===== src/rtl/lsu_pkg.sv =====
// lsu_pkg: funct3 codes, FSM states and request-legality helpers for the load/store unit
package lsu_pkg;

    localparam logic [2:0] F3_B  = 3'b000;
    localparam logic [2:0] F3_H  = 3'b001;
    localparam logic [2:0] F3_W  = 3'b010;
    localparam logic [2:0] F3_BU = 3'b100;
    localparam logic [2:0] F3_HU = 3'b101;

    typedef enum logic [1:0] {IDLE, RD, WR, RESP} state_e;

    // Stores only have signed widths; loads also allow the unsigned byte/half forms
    function automatic logic f3_bad(input logic we, input logic [2:0] f3);
        return we ? !(f3 inside {F3_B, F3_H, F3_W})
                  : !(f3 inside {F3_B, F3_H, F3_W, F3_BU, F3_HU});
    endfunction

    // f3[1:0] encodes the access size for every legal code
    function automatic logic misaligned(input logic [2:0] f3, input logic [1:0] off);
        return (f3[1:0] == 2'b01 && off[0]) || (f3[1:0] == 2'b10 && off != 2'b00);
    endfunction

endpackage


===== src/rtl/lsu_if.sv =====
// lsu_if: core-side request/response channel of the load/store unit
interface lsu_if;
    logic        req_valid;
    logic        req_ready;
    logic        req_we;
    logic [2:0]  req_funct3;
    logic [31:0] req_addr;
    logic [31:0] req_wdata;
    logic        resp_valid;
    logic [31:0] resp_rdata;
    logic        resp_fault;

    modport master (
        output req_valid, req_we, req_funct3, req_addr, req_wdata,
        input  req_ready, resp_valid, resp_rdata, resp_fault
    );

    modport slave (
        input  req_valid, req_we, req_funct3, req_addr, req_wdata,
        output req_ready, resp_valid, resp_rdata, resp_fault
    );
endinterface


===== src/rtl/lsu_align.sv =====
// lsu_align: little-endian load extraction/extension and sub-word store merge
module lsu_align
    import lsu_pkg::*;
(
    input  logic [2:0]  funct3_i,
    input  logic [1:0]  off_i,
    input  logic [31:0] word_i,
    input  logic [31:0] wdata_i,
    output logic [31:0] load_o,
    output logic [31:0] merge_o
);

    logic [7:0]  b;
    logic [15:0] h;

    // Select the addressed lane, extend for loads, splice the new lane in for stores
    always_comb begin
        b       = word_i[{off_i, 3'b000} +: 8];
        h       = off_i[1] ? word_i[31:16] : word_i[15:0];
        load_o  = funct3_i == F3_B  ? {{24{b[7]}}, b} :
                  funct3_i == F3_BU ? {24'b0, b} :
                  funct3_i == F3_H  ? {{16{h[15]}}, h} :
                  funct3_i == F3_HU ? {16'b0, h} : word_i;
        merge_o = word_i;
        if (funct3_i == F3_B)
            merge_o[{off_i, 3'b000} +: 8] = wdata_i[7:0];
        else if (funct3_i == F3_H)
            merge_o[{off_i[1], 4'b0000} +: 16] = wdata_i[15:0];
        else
            merge_o = wdata_i;
    end

endmodule


===== src/rtl/load_store_unit.sv =====
// load_store_unit: RV32I load/store sequencer with read-modify-write for sub-word stores
module load_store_unit
    import lsu_pkg::*;
#(
    parameter int ADDR_W = 9
) (
    input  logic              clk,
    input  logic              rst,
    lsu_if.slave              bus,
    output logic              MemRead,
    output logic              MemWrite,
    output logic [ADDR_W-1:0] add,
    output logic [31:0]       write_data,
    input  logic [31:0]       read_data
);

    state_e            state_q;
    logic              we_q;
    logic [2:0]        f3_q;
    logic [1:0]        off_q;
    logic [31:0]       wdata_q;
    logic              rd_q;
    logic              wr_q;
    logic              rv_q;
    logic              rf_q;
    logic [ADDR_W-1:0] add_q;
    logic [31:0]       wd_q;
    logic [31:0]       rdata_q;
    logic [31:0]       load_w;
    logic [31:0]       merge_w;
    logic              fault_w;

    assign fault_w = f3_bad(bus.req_we, bus.req_funct3)
                  || misaligned(bus.req_funct3, bus.req_addr[1:0])
                  || (bus.req_addr >> ADDR_W) != 32'd0;

    assign bus.req_ready  = state_q == IDLE;
    assign bus.resp_valid = rv_q;
    assign bus.resp_fault = rf_q;
    assign bus.resp_rdata = rdata_q;
    assign MemRead        = rd_q;
    assign MemWrite       = wr_q;
    assign add            = add_q;
    assign write_data     = wd_q;

    lsu_align u_align (
        .funct3_i (f3_q),
        .off_i    (off_q),
        .word_i   (read_data),
        .wdata_i  (wdata_q),
        .load_o   (load_w),
        .merge_o  (merge_w)
    );

    // Sequencer: every memory strobe and response field is a flop so the memory sees clean levels
    always_ff @(posedge clk) begin
        if (rst) begin
            state_q <= IDLE;
            we_q    <= 1'b0;
            f3_q    <= 3'b0;
            off_q   <= 2'b0;
            wdata_q <= 32'b0;
            rd_q    <= 1'b0;
            wr_q    <= 1'b0;
            rv_q    <= 1'b0;
            rf_q    <= 1'b0;
            add_q   <= '0;
            wd_q    <= 32'b0;
            rdata_q <= 32'b0;
        end else begin
            case (state_q)
                IDLE: if (bus.req_valid) begin
                    we_q    <= bus.req_we;
                    f3_q    <= bus.req_funct3;
                    off_q   <= bus.req_addr[1:0];
                    wdata_q <= bus.req_wdata;
                    if (fault_w) begin
                        state_q <= RESP;
                        rv_q    <= 1'b1;
                        rf_q    <= 1'b1;
                        rdata_q <= 32'b0;
                    end else if (!bus.req_we || bus.req_funct3 != F3_W) begin
                        state_q <= RD;
                        rd_q    <= 1'b1;
                        add_q   <= {bus.req_addr[ADDR_W-1:2], 2'b00};
                    end else begin
                        state_q <= WR;
                        wr_q    <= 1'b1;
                        wd_q    <= bus.req_wdata;
                        add_q   <= {bus.req_addr[ADDR_W-1:2], 2'b00};
                    end
                end
                RD: begin
                    rd_q <= 1'b0;
                    if (we_q) begin
                        state_q <= WR;
                        wr_q    <= 1'b1;
                        wd_q    <= merge_w;
                    end else begin
                        state_q <= RESP;
                        rv_q    <= 1'b1;
                        rdata_q <= load_w;
                    end
                end
                WR: begin
                    state_q <= RESP;
                    wr_q    <= 1'b0;
                    wd_q    <= 32'b0;
                    rv_q    <= 1'b1;
                    rdata_q <= 32'b0;
                end
                RESP: begin
                    state_q <= IDLE;
                    rv_q    <= 1'b0;
                    rf_q    <= 1'b0;
                    rdata_q <= 32'b0;
                end
                default: state_q <= IDLE;
            endcase
        end
    end

endmodule


===== src/flat_wrapper.sv =====
// flat-port wrapper written by rule: the top's interface ports become plain ports
module load_store_unit_flat import lsu_pkg::*;
#(
    parameter int ADDR_W = 9
)
  (clk, rst, MemRead, MemWrite, add, write_data, read_data, bus_req_valid, bus_req_we, bus_req_funct3, bus_req_addr, bus_req_wdata, bus_req_ready, bus_resp_valid, bus_resp_rdata, bus_resp_fault);
  lsu_if bus_i ();
  input  logic clk;
  input  logic rst;
  output logic MemRead;
  output logic MemWrite;
  output logic [ADDR_W-1:0] add;
  output logic [31:0] write_data;
  input  logic [31:0] read_data;
  input wire logic [$bits(bus_i.req_valid)-1:0] bus_req_valid;
  input wire logic [$bits(bus_i.req_we)-1:0] bus_req_we;
  input wire logic [$bits(bus_i.req_funct3)-1:0] bus_req_funct3;
  input wire logic [$bits(bus_i.req_addr)-1:0] bus_req_addr;
  input wire logic [$bits(bus_i.req_wdata)-1:0] bus_req_wdata;
  output wire logic [$bits(bus_i.req_ready)-1:0] bus_req_ready;
  output wire logic [$bits(bus_i.resp_valid)-1:0] bus_resp_valid;
  output wire logic [$bits(bus_i.resp_rdata)-1:0] bus_resp_rdata;
  output wire logic [$bits(bus_i.resp_fault)-1:0] bus_resp_fault;
  assign bus_i.req_valid = bus_req_valid;
  assign bus_i.req_we = bus_req_we;
  assign bus_i.req_funct3 = bus_req_funct3;
  assign bus_i.req_addr = bus_req_addr;
  assign bus_i.req_wdata = bus_req_wdata;
  assign bus_req_ready = bus_i.req_ready;
  assign bus_resp_valid = bus_i.resp_valid;
  assign bus_resp_rdata = bus_i.resp_rdata;
  assign bus_resp_fault = bus_i.resp_fault;
  load_store_unit #(.ADDR_W(ADDR_W)) u_core (.clk(clk), .rst(rst), .bus(bus_i), .MemRead(MemRead), .MemWrite(MemWrite), .add(add), .write_data(write_data), .read_data(read_data));
endmodule

===== config.mk =====
export PLATFORM = sky130hd
export DESIGN_NAME = load_store_unit_flat
export DESIGN_NICKNAME = d
export VERILOG_FILES = /design/src/rtl/lsu_pkg.sv /design/src/rtl/lsu_if.sv /design/src/rtl/lsu_align.sv /design/src/rtl/load_store_unit.sv /design/src/flat_wrapper.sv
export SDC_FILE = /design/constraint.sdc
export NUM_CORES = 1
export LEC_CHECK = 0
export CORE_MARGIN = 8
export CORE_UTILIZATION = 30
export CTS_BUF_LIST = sky130_fd_sc_hd__clkbuf_4
export DETAILED_ROUTE_END_ITERATION = 12
export GPL_TIMING_DRIVEN = 0
export PLACE_DENSITY = 0.59
export SETUP_SLACK_MARGIN = 0.02
export SLEW_MARGIN = 0
export SYNTH_ARGS = -nofsm -noshare
export SYNTH_HDL_FRONTEND = slang
export SYNTH_HIERARCHICAL = 1
export SYNTH_SLANG_ARGS = --single-unit

===== constraint.sdc =====
create_clock -name clk -period 2.4 [get_ports clk]
set_input_delay 0.48 -clock clk [delete_from_list [all_inputs] [get_ports clk]]
set_output_delay 0.48 -clock clk [all_outputs]
set_load 0.1 [all_outputs]

==> results.md <==
* Total CTS buffers at 17
* FF+latch count, synth at 115
* Post-synth EDFFs at 0
* Vias in the first global route at 7,036
* Sequential share of the synthesized area at 34.8%
* Critical Path RT at 2.85 ns
* Count of cell types in the netlist at 65
* Max-slew violations at 0
* Synth warn at 6
* First-iteration detailed-routing DRC count at 674
* Initial Utilization at 30.4%
* Final setup vio count at 0
* WL/cell at 20.9 um
* # rows at 54
* Worst Hold Class: in2reg
* Clock-pin slew on the worst setup and hold paths at 0.10 ns
* Drt drc at 0
* Gr usage total at 19.5%
* Fill cells at 2,251
* Synth async-reset ratio at 0%
* Initial antenna violation count at 1
* Vias per cell at 5.48
* Die Wd at 164 um
* WL final at 26.8 mm
* Worst setup path class: reg2reg
* Syn Area/Cell at 8.43 um^2
* # port buffers at 177
* Most frequent cells in the layout: nand2_1 (137), dfxtp_1 (113), clkdlybuf4s50_1 (101)
* Worst slew pin tran at 0.994 ns
* Top Ports at 181
* Post-DRT Antenna Nets at 0
* Min Hold Slack at 0.401 ns
* Slew Limit Headroom at 34.0%
* Worst-Skew Late Latency at 0.54 ns
* Via Count at 7,046
* Setup crit end kind: flip-flop
* Clock Tree Root: clkbuf_4
* Core area at 21,800 um^2
* PwrDens at 1150 nW/um^2
* Fin area at 9160 um^2
* Clk sinks at 115
* First drt pass iteration count at 5
* GRT overflow at 0
* H-Tree Level Count at 4
* Largest fanout on the critical path at 10
* Largest net degree at the start of global routing at 19
* Hold_buf cts at 0
* Commonest non-fill, non-tap cell in the layout: nand2_1
* Worst Path Arrival at 2.77 ns
* Share of layout cells above drive strength 1 at 13.1%
* Fin Clk Skew at 0.0134 ns
* Hold Violations, Final at 0
* Status: finished clean
* Final min period at 2.32 ns
* Fmax at 0.431 GHz
* Global-route wire length before repair at 40.6 mm
* MaxCap Viol Count at 0
* Layout area overhead at 38.6%
* Critical Path Source Type: flip-flop
* RePlAce Congestion at 0.932
* Maximum clock insertion buffer count at 2
* Tcrit/Tclk final at 96.7%
* Final nets at 1,105
* Primary FF master, synth: dfxtp_1
* Pleak at 3.59 nW
* Hpwl dp at 20.4 mm
* Chip height at 164 um
* Gate Count Post-Synth at 784
* Post-placement cell area at 8750 um^2
* TritonCTS clock tree: yes
* VDD IR max at 0.000663 V
* Post-Synthesis Cell Area at 6610 um^2
* Die Area at 27,000 um^2
[Yosys cell counts, types with 9 or more instances]
cell type    n  share of area [%]
ha_1        10                1.9
clkbuf_1    49                2.8
nand2_1    137                7.8
mux2i_1     23                3.5
dfxtp_1    115                 35
nand3_1     41                3.1
nand2b_1    35                3.3
nor2b_1     13                1.2
a22o_1      41                5.4
a21oi_1     75                5.7
nand2_2     10               0.95
a31oi_1     16                1.5
buf_2       10               0.76
and2_1       9               0.85
a311oi_1    32                4.2
nor2_1      20                1.1
inv_1       11               0.62
[flip-flops by register name, summed over array words and instances (netlist names)]
signal / cells
u_core/bus.resp_valid: 1
u_core/MemWrite: 1
u_core/off_q: 2
u_core/we_q: 1
u_core/f3_q: 3
u_core/write_data: 32
u_core/bus.resp_rdata: 32
u_core/add: 7
u_core/bus.resp_fault: 1
u_core/wdata_q: 32
u_core/MemRead: 1
u_core/state_q: 2
[metal layers]
| layer | share of wire [%] | GRT usage [%] | up-vias |
|---|---|---|---|
| met5 | 0 | 0 | - |
| met4 | 2.2 | 6.67 | 0 |
| met3 | 8.7 | 5.18 | 50 |
| met2 | 45 | 29.7 | 318 |
| met1 | 45 | 26.1 | 3361 |
| li1 | - | - | 3317 |
[per-stage QoR]
step           std cells   TNS, ns  utilization [%]  power, mW  worst slack [ns]
2_1_floorplan        785         0                -       7.45            0.0274
3_3_place_gp        1242    -50.96             40.2       9.23            -0.952
3_5_place_dp        1242    -50.37             40.2       9.25            -0.939
4_1_cts             1276         0             41.3       10.4            0.0251
5_1_grt             1284  -0.00664             42.1       11.2          -0.00335
6_report            1285         0             42.1       10.6            0.0801
[worst max-delay path, cell delays in order (launching register included)]
cell and delay (ns):
dfxtp_1 0.38, clkbuf_4 0.22, or2_0 0.20, buf_2 0.21
clkbuf_4 0.22, a222oi_1 0.58, nand3_1 0.19, a311oi_2 0.22
[cell type report]
cell class,count,area [um^2],share of cell area [%]
timing repair buffer,192,1800,19.7
tap,280,350,3.83
sequential,115,2310,25.2
clock inverter,10,68.8,0.751
buffer,73,427,4.66
multi-input combinational,582,4000,43.7
clock buffer,20,150,1.64
inverter,11,45.0,0.492
antenna,2,5.00,0.0546
[where the power goes]
group          internal, mW  switching (mW)
Combinational          2.03            4.65
Sequential             2.32           0.322
Clock                 0.511           0.724
Total                  4.86            5.70
[worst paths after layout]
| check | from | endpoint | slack [ns] | cells after the start |
|---|---|---|---|---|
| hold reg to reg | u_core/wdata_q[18] | u_core/wdata_q[18] | 0.46 | 2 |
| setup reg to reg | u_core/f3_q[1] | u_core/write_data[22] | 0.08 | 7 |
| setup / recovery | u_core/f3_q[1] | u_core/write_data[22] | 0.08 | 7 |
| hold / removal | bus_req_valid | u_core/state_q[1] | 0.40 | 3 |
[cells by family (layout without fill, tap and decap cells)]
group           after synthesis  in the layout  synth area share, %
fa+ha+maj                    10             10                 1.89
other cells                   1              4               0.0568
buf+inv                      88            306                 6.44
compound gates              237            237                 26.5
mux                          34             34                 6.72
simple gates                299            299                 23.5
flops                       115            115                 34.8
[repair_timing]
item | in CTS | in global routing
endpoints found under the setup margin | 139 | 70
setup buffers | 5 | 10
pin swaps | 4 | 10
gates resized for setup | 99 | 38
(Power assumes the default switching activity.)
